[src/rtl/fetch_stage.sv]
// Instruction fetch stage: PC sequencing, fetch/decode pipeline register and a
// one-entry buffer that parks a fetched word while decode is stalled.
module fetch_stage #(
    parameter logic [31:0] PC_INIT = 32'h0000_0000
) (
    input  logic        CLK,
    input  logic        nRST,
    input  logic        ihit,
    input  logic [31:0] imemload,
    input  logic        stall,
    input  logic        flush,
    input  logic        redirect,
    input  logic [31:0] redirect_pc,
    input  logic        halt,
    output logic        imemREN,
    output logic [31:0] imemaddr,
    output logic [31:0] instr_d,
    output logic [31:0] npc_d,
    output logic        valid_d,
    output logic        halted
);

    typedef enum logic [1:0] {StFetch, StHold, StHalted} state_e;

    state_e      state_q;
    logic [31:0] pc_q;
    logic [31:0] instr_q;
    logic [31:0] npc_q;
    logic        valid_q;
    logic        halted_q;
    logic [31:0] buf_instr_q;
    logic [31:0] buf_npc_q;
    logic [31:0] pc_plus4;

    assign pc_plus4 = pc_q + 32'd4;
    assign imemREN  = (state_q == StFetch);
    assign imemaddr = pc_q;
    assign instr_d  = instr_q;
    assign npc_d    = npc_q;
    assign valid_d  = valid_q;
    assign halted   = halted_q;

    always_ff @(posedge CLK or negedge nRST) begin
        if (!nRST) begin
            state_q     <= StFetch;
            pc_q        <= PC_INIT;
            instr_q     <= 32'h0;
            npc_q       <= 32'h0;
            valid_q     <= 1'b0;
            halted_q    <= 1'b0;
            buf_instr_q <= 32'h0;
            buf_npc_q   <= 32'h0;
        end else if (state_q != StHalted) begin
            if (redirect) begin
                pc_q        <= {redirect_pc[31:2], 2'b00};
                instr_q     <= 32'h0;
                valid_q     <= 1'b0;
                buf_instr_q <= 32'h0;
                buf_npc_q   <= 32'h0;
                state_q     <= StFetch;
            end else if (halt) begin
                instr_q  <= 32'h0;
                valid_q  <= 1'b0;
                halted_q <= 1'b1;
                state_q  <= StHalted;
            end else if (flush) begin
                instr_q     <= 32'h0;
                npc_q       <= 32'h0;
                valid_q     <= 1'b0;
                buf_instr_q <= 32'h0;
                buf_npc_q   <= 32'h0;
                state_q     <= StFetch;
            end else if (state_q == StFetch) begin
                if (stall) begin
                    // Decode outputs hold; a word arriving now is parked.
                    if (ihit) begin
                        buf_instr_q <= imemload;
                        buf_npc_q   <= pc_plus4;
                        state_q     <= StHold;
                    end
                end else if (ihit) begin
                    instr_q <= imemload;
                    npc_q   <= pc_plus4;
                    valid_q <= 1'b1;
                    pc_q    <= pc_plus4;
                end else begin
                    instr_q <= 32'h0;
                    valid_q <= 1'b0;
                end
            end else if (!stall) begin
                instr_q <= buf_instr_q;
                npc_q   <= buf_npc_q;
                valid_q <= 1'b1;
                pc_q    <= buf_npc_q;
                state_q <= StFetch;
            end
        end
    end

endmodule

[config.mk]
export PLATFORM = sky130hd
export DESIGN_NAME = fetch_stage
export DESIGN_NICKNAME = d
export VERILOG_FILES = /design/src/rtl/fetch_stage.sv
export SDC_FILE = /design/constraint.sdc
export NUM_CORES = 1
export LEC_CHECK = 0
export BUFFER_PORTS_ARGS = -buffer_cell sky130_fd_sc_hd__buf_2
export CAP_MARGIN = 5
export CORE_UTILIZATION = 40
export CTS_CLUSTER_SIZE = 12
export DETAILED_ROUTE_END_ITERATION = 8
export SLEW_MARGIN = 20
export SYNTH_ARGS = -nofsm -noshare
export SYNTH_HDL_FRONTEND = slang
export SYNTH_SLANG_ARGS = --single-unit
[constraint.sdc]
create_clock -name CLK -period 2.4 [get_ports CLK]
set_input_delay 0.12 -clock CLK [delete_from_list [all_inputs] [get_ports CLK]]
set_output_delay 0.12 -clock CLK [all_outputs]
set_load 0.05 [all_outputs]
==> impl_metrics.toml <==
[place]
gp_congestion = 0.838
dp_hpwl_um = 16000
pre_cts_ws_ps = 257
dpl_cell_area_um2 = 9210
io_buffers = 167

[global_route]
grt.overflow.total = 0
grt_pass1_vias = 6596
antenna_found_initial = 0
grt_pass1_wl_um = 37200
grt_max_degree = 73
grt_util_all_layers_pct = 24.0

[timing]
finalMaxSlewViolations = 0
hold_viol_final = 0
hold_ws_ps = 16.0
slew_headroom_pct = 53.4
tightest_slew_ps = 697
skew_ps = 9.72
fin_crit_sh_pct = 91.0
setup_violations = 0
period_needed_ps = 2180
tns_ps = 0
layout_setup_ws_ps = 216
max_freq_mhz = 458
rsz0062_at_grt = "false"

[setup_path]
reg2reg_depth = 5
endpoint_kind = "flip-flop"
worstSetupPathType = "reg -> reg"
start_kind = "flip-flop"
crit_arrival_ps = 2540
crit_required_ps = 2760
cp_max_fo = 10

[cts]
numCtsBuffers = 17
clock_sinks = 164
cts_root_buffer = "clkbuf_16"
cts.clk_slew.worst_paths_ps = 70
clockBufferDepth = 2
clkLatencyLatePin_ps = 420
cts-htree-levels = 4
tritoncts = "built"

[routing]
ant_nets = 0
routed_wl_um = 23600
avgRoutedWirePerCell_um = 18.2
drc = 0
drtIter0Drc = 553
firstDrtPassIters = 5
num_vias = 7029
viasPerCell = 5.42

[cells_and_area]
fill_cells = 1780
drive_gt1_share_pct = 25.3
area_growth_pct = 29.0
final_core_util_pct = 53.4
n_antenna_cell = 0
final_nets = 1098
multi_input_comb_area_um2 = 3510
seqCellArea_um2 = 4110
final_cell_area_um2 = 10200

[logic_synthesis]
synth_top_cell_by_area = "dfrtp_1"
synth_common_cells = "164 x dfrtp_1, 138 x nand2_1, 112 x o21ai_0, 45 x clkbuf_1"
synth.most_common_cell = "dfrtp_1"
synthFlopType = "dfrtp_1"
synth_area_leaders = "dfrtp_1 52%, o21ai_0 7.1%, nand2_1 6.6%"
async_reset_ff_share_pct = 100
ys_ff_latch = 164
syn_nets = 888
avgSynthCellArea_um2 = 9.66
synth.top_cell.area_share_pct = 52.1
synth_edf_count = 0
syn_area_um2 = 7880
ys.warnings.count = 0
yosysSeqAreaShare_pct = 52.1
synth.distinct_cells = 61
syn_inst = 815

[power]
ir_drop_v = 0.000451
p_leak_nw = 5.06
power_density_nw_per_um2 = 598

[worst_hold_path]
hold_depth = 3
min_path_type = "in -> reg"

[flow_run]
drv_cap = 0

[floorplan]
num_rows = 50
core_um2 = 19000
dieWidth_um = 142
start_util_pct = 41.4
io_pins = 170
floorplan.die.height_um = 142
design.die.area_um2 = 20300

[run_status]
outcome = "completed"
[critical path, cell delays in order (launching register included)]
cell and delay (ps):
dfrtp_1 490, nand4_4 220, or4_4 630, or3_1 380, a31o_2 280, a21oi_2 110
[cells by family (layout without fill, tap and decap cells)]
logic type / after synthesis / after routing / share of synthesized area, %
DFF: 164 / 164 / 52.1
buffers and inverters: 71 / 294 / 3.53
muxes: 39 / 39 / 4.96
AOI/OAI and AO/OA: 255 / 255 / 20.8
xor gates and xnor gates: 20 / 20 / 2.22
adders and majority gates: 2 / 2 / 0.318
and+or+nand+nor: 264 / 264 / 16.0
[layout by cell type, fill, tap and decap left out, types with 5 or more instances in the layout]
master,count
o21a_1,8
clkbuf_16,17
a31oi_1,5
a22o_1,39
or3_1,6
o21ai_0,111
and3_1,13
buf_4,41
nor2_1,37
o2bb2ai_1,5
and2_1,6
o211ai_1,9
dfrtp_1,163
nor4_1,11
dlygate4sd3_1,39
buf_2,166
inv_6,6
inv_1,11
nand2_1,138
xnor2_1,17
nor3_1,10
nand4_1,6
o31ai_1,10
nand3_1,17
a21oi_1,31
mux2i_1,39
[stage by stage]
step | total power, mW | std cells
6_report | 6.07 | 1298
5_1_grt | 6.27 | 1298
4_1_cts | 6.12 | 1298
3_5_place_dp | 3.47 | 1227
3_3_place_gp | 3.47 | 1227
2_1_floorplan | 3.21 | 815
[timing repair]
item,4_1_cts,5_1_grt
hold buffers,39,0
resized for setup,0,0
endpoints found under the hold margin,112,0
setup buffers,0,0
[registers in the layout, indices dropped and copies added (netlist names)]
| register | cells |
|---|---|
| imemaddr | 32 |
| npc_d | 32 |
| valid_d | 1 |
| buf_npc_q | 32 |
| halted | 1 |
| instr_d | 32 |
| buf_instr_q | 32 |
| state_q | 2 |
[area by class of cell]
cell class              instances  share of cell area, %
flip-flops and latches        164                   40.4
multi-input cells             580                   34.6
repair buffers                251                   15.9
clock buffers                  18                   4.32
well taps                     260                   3.20
clock inverters                14                   1.16
inverters                      11                  0.406
[report_power, final]
| part | internal, mW | total [mW] | switching, mW |
|---|---|---|---|
| Clock | 1.38 | 2.61 | 1.23 |
| Sequential | 2.81 | 2.87 | 0.0605 |
| Combinational | 0.199 | 0.592 | 0.394 |
| Total | 4.39 | 6.07 | 1.68 |
[metal layers]
layer | up-vias | GRT usage (%) | wire (um)
met5 | - | 0 | 0
met4 | 0 | 6.90 | 346
met3 | 20 | 4.64 | 1260
met2 | 201 | 36.0 | 10600
met1 | 3440 | 35.2 | 11500
li1 | 3368 | - | -
[worst paths after layout]
path / slack (ps) / start / to
max: 220 / imemaddr[10] / imemaddr[24]
min reg2reg: 460 / buf_npc_q[22] / buf_npc_q[22]
min: 20 / redirect_pc[24] / imemaddr[24]
max reg2reg: 220 / imemaddr[10] / imemaddr[24]
min in group asynchronous: 220 / nRST / imemaddr[24]
max in group asynchronous: 1470 / nRST / instr_d[22]
Note: power is estimated with default switching activity, not from simulation.
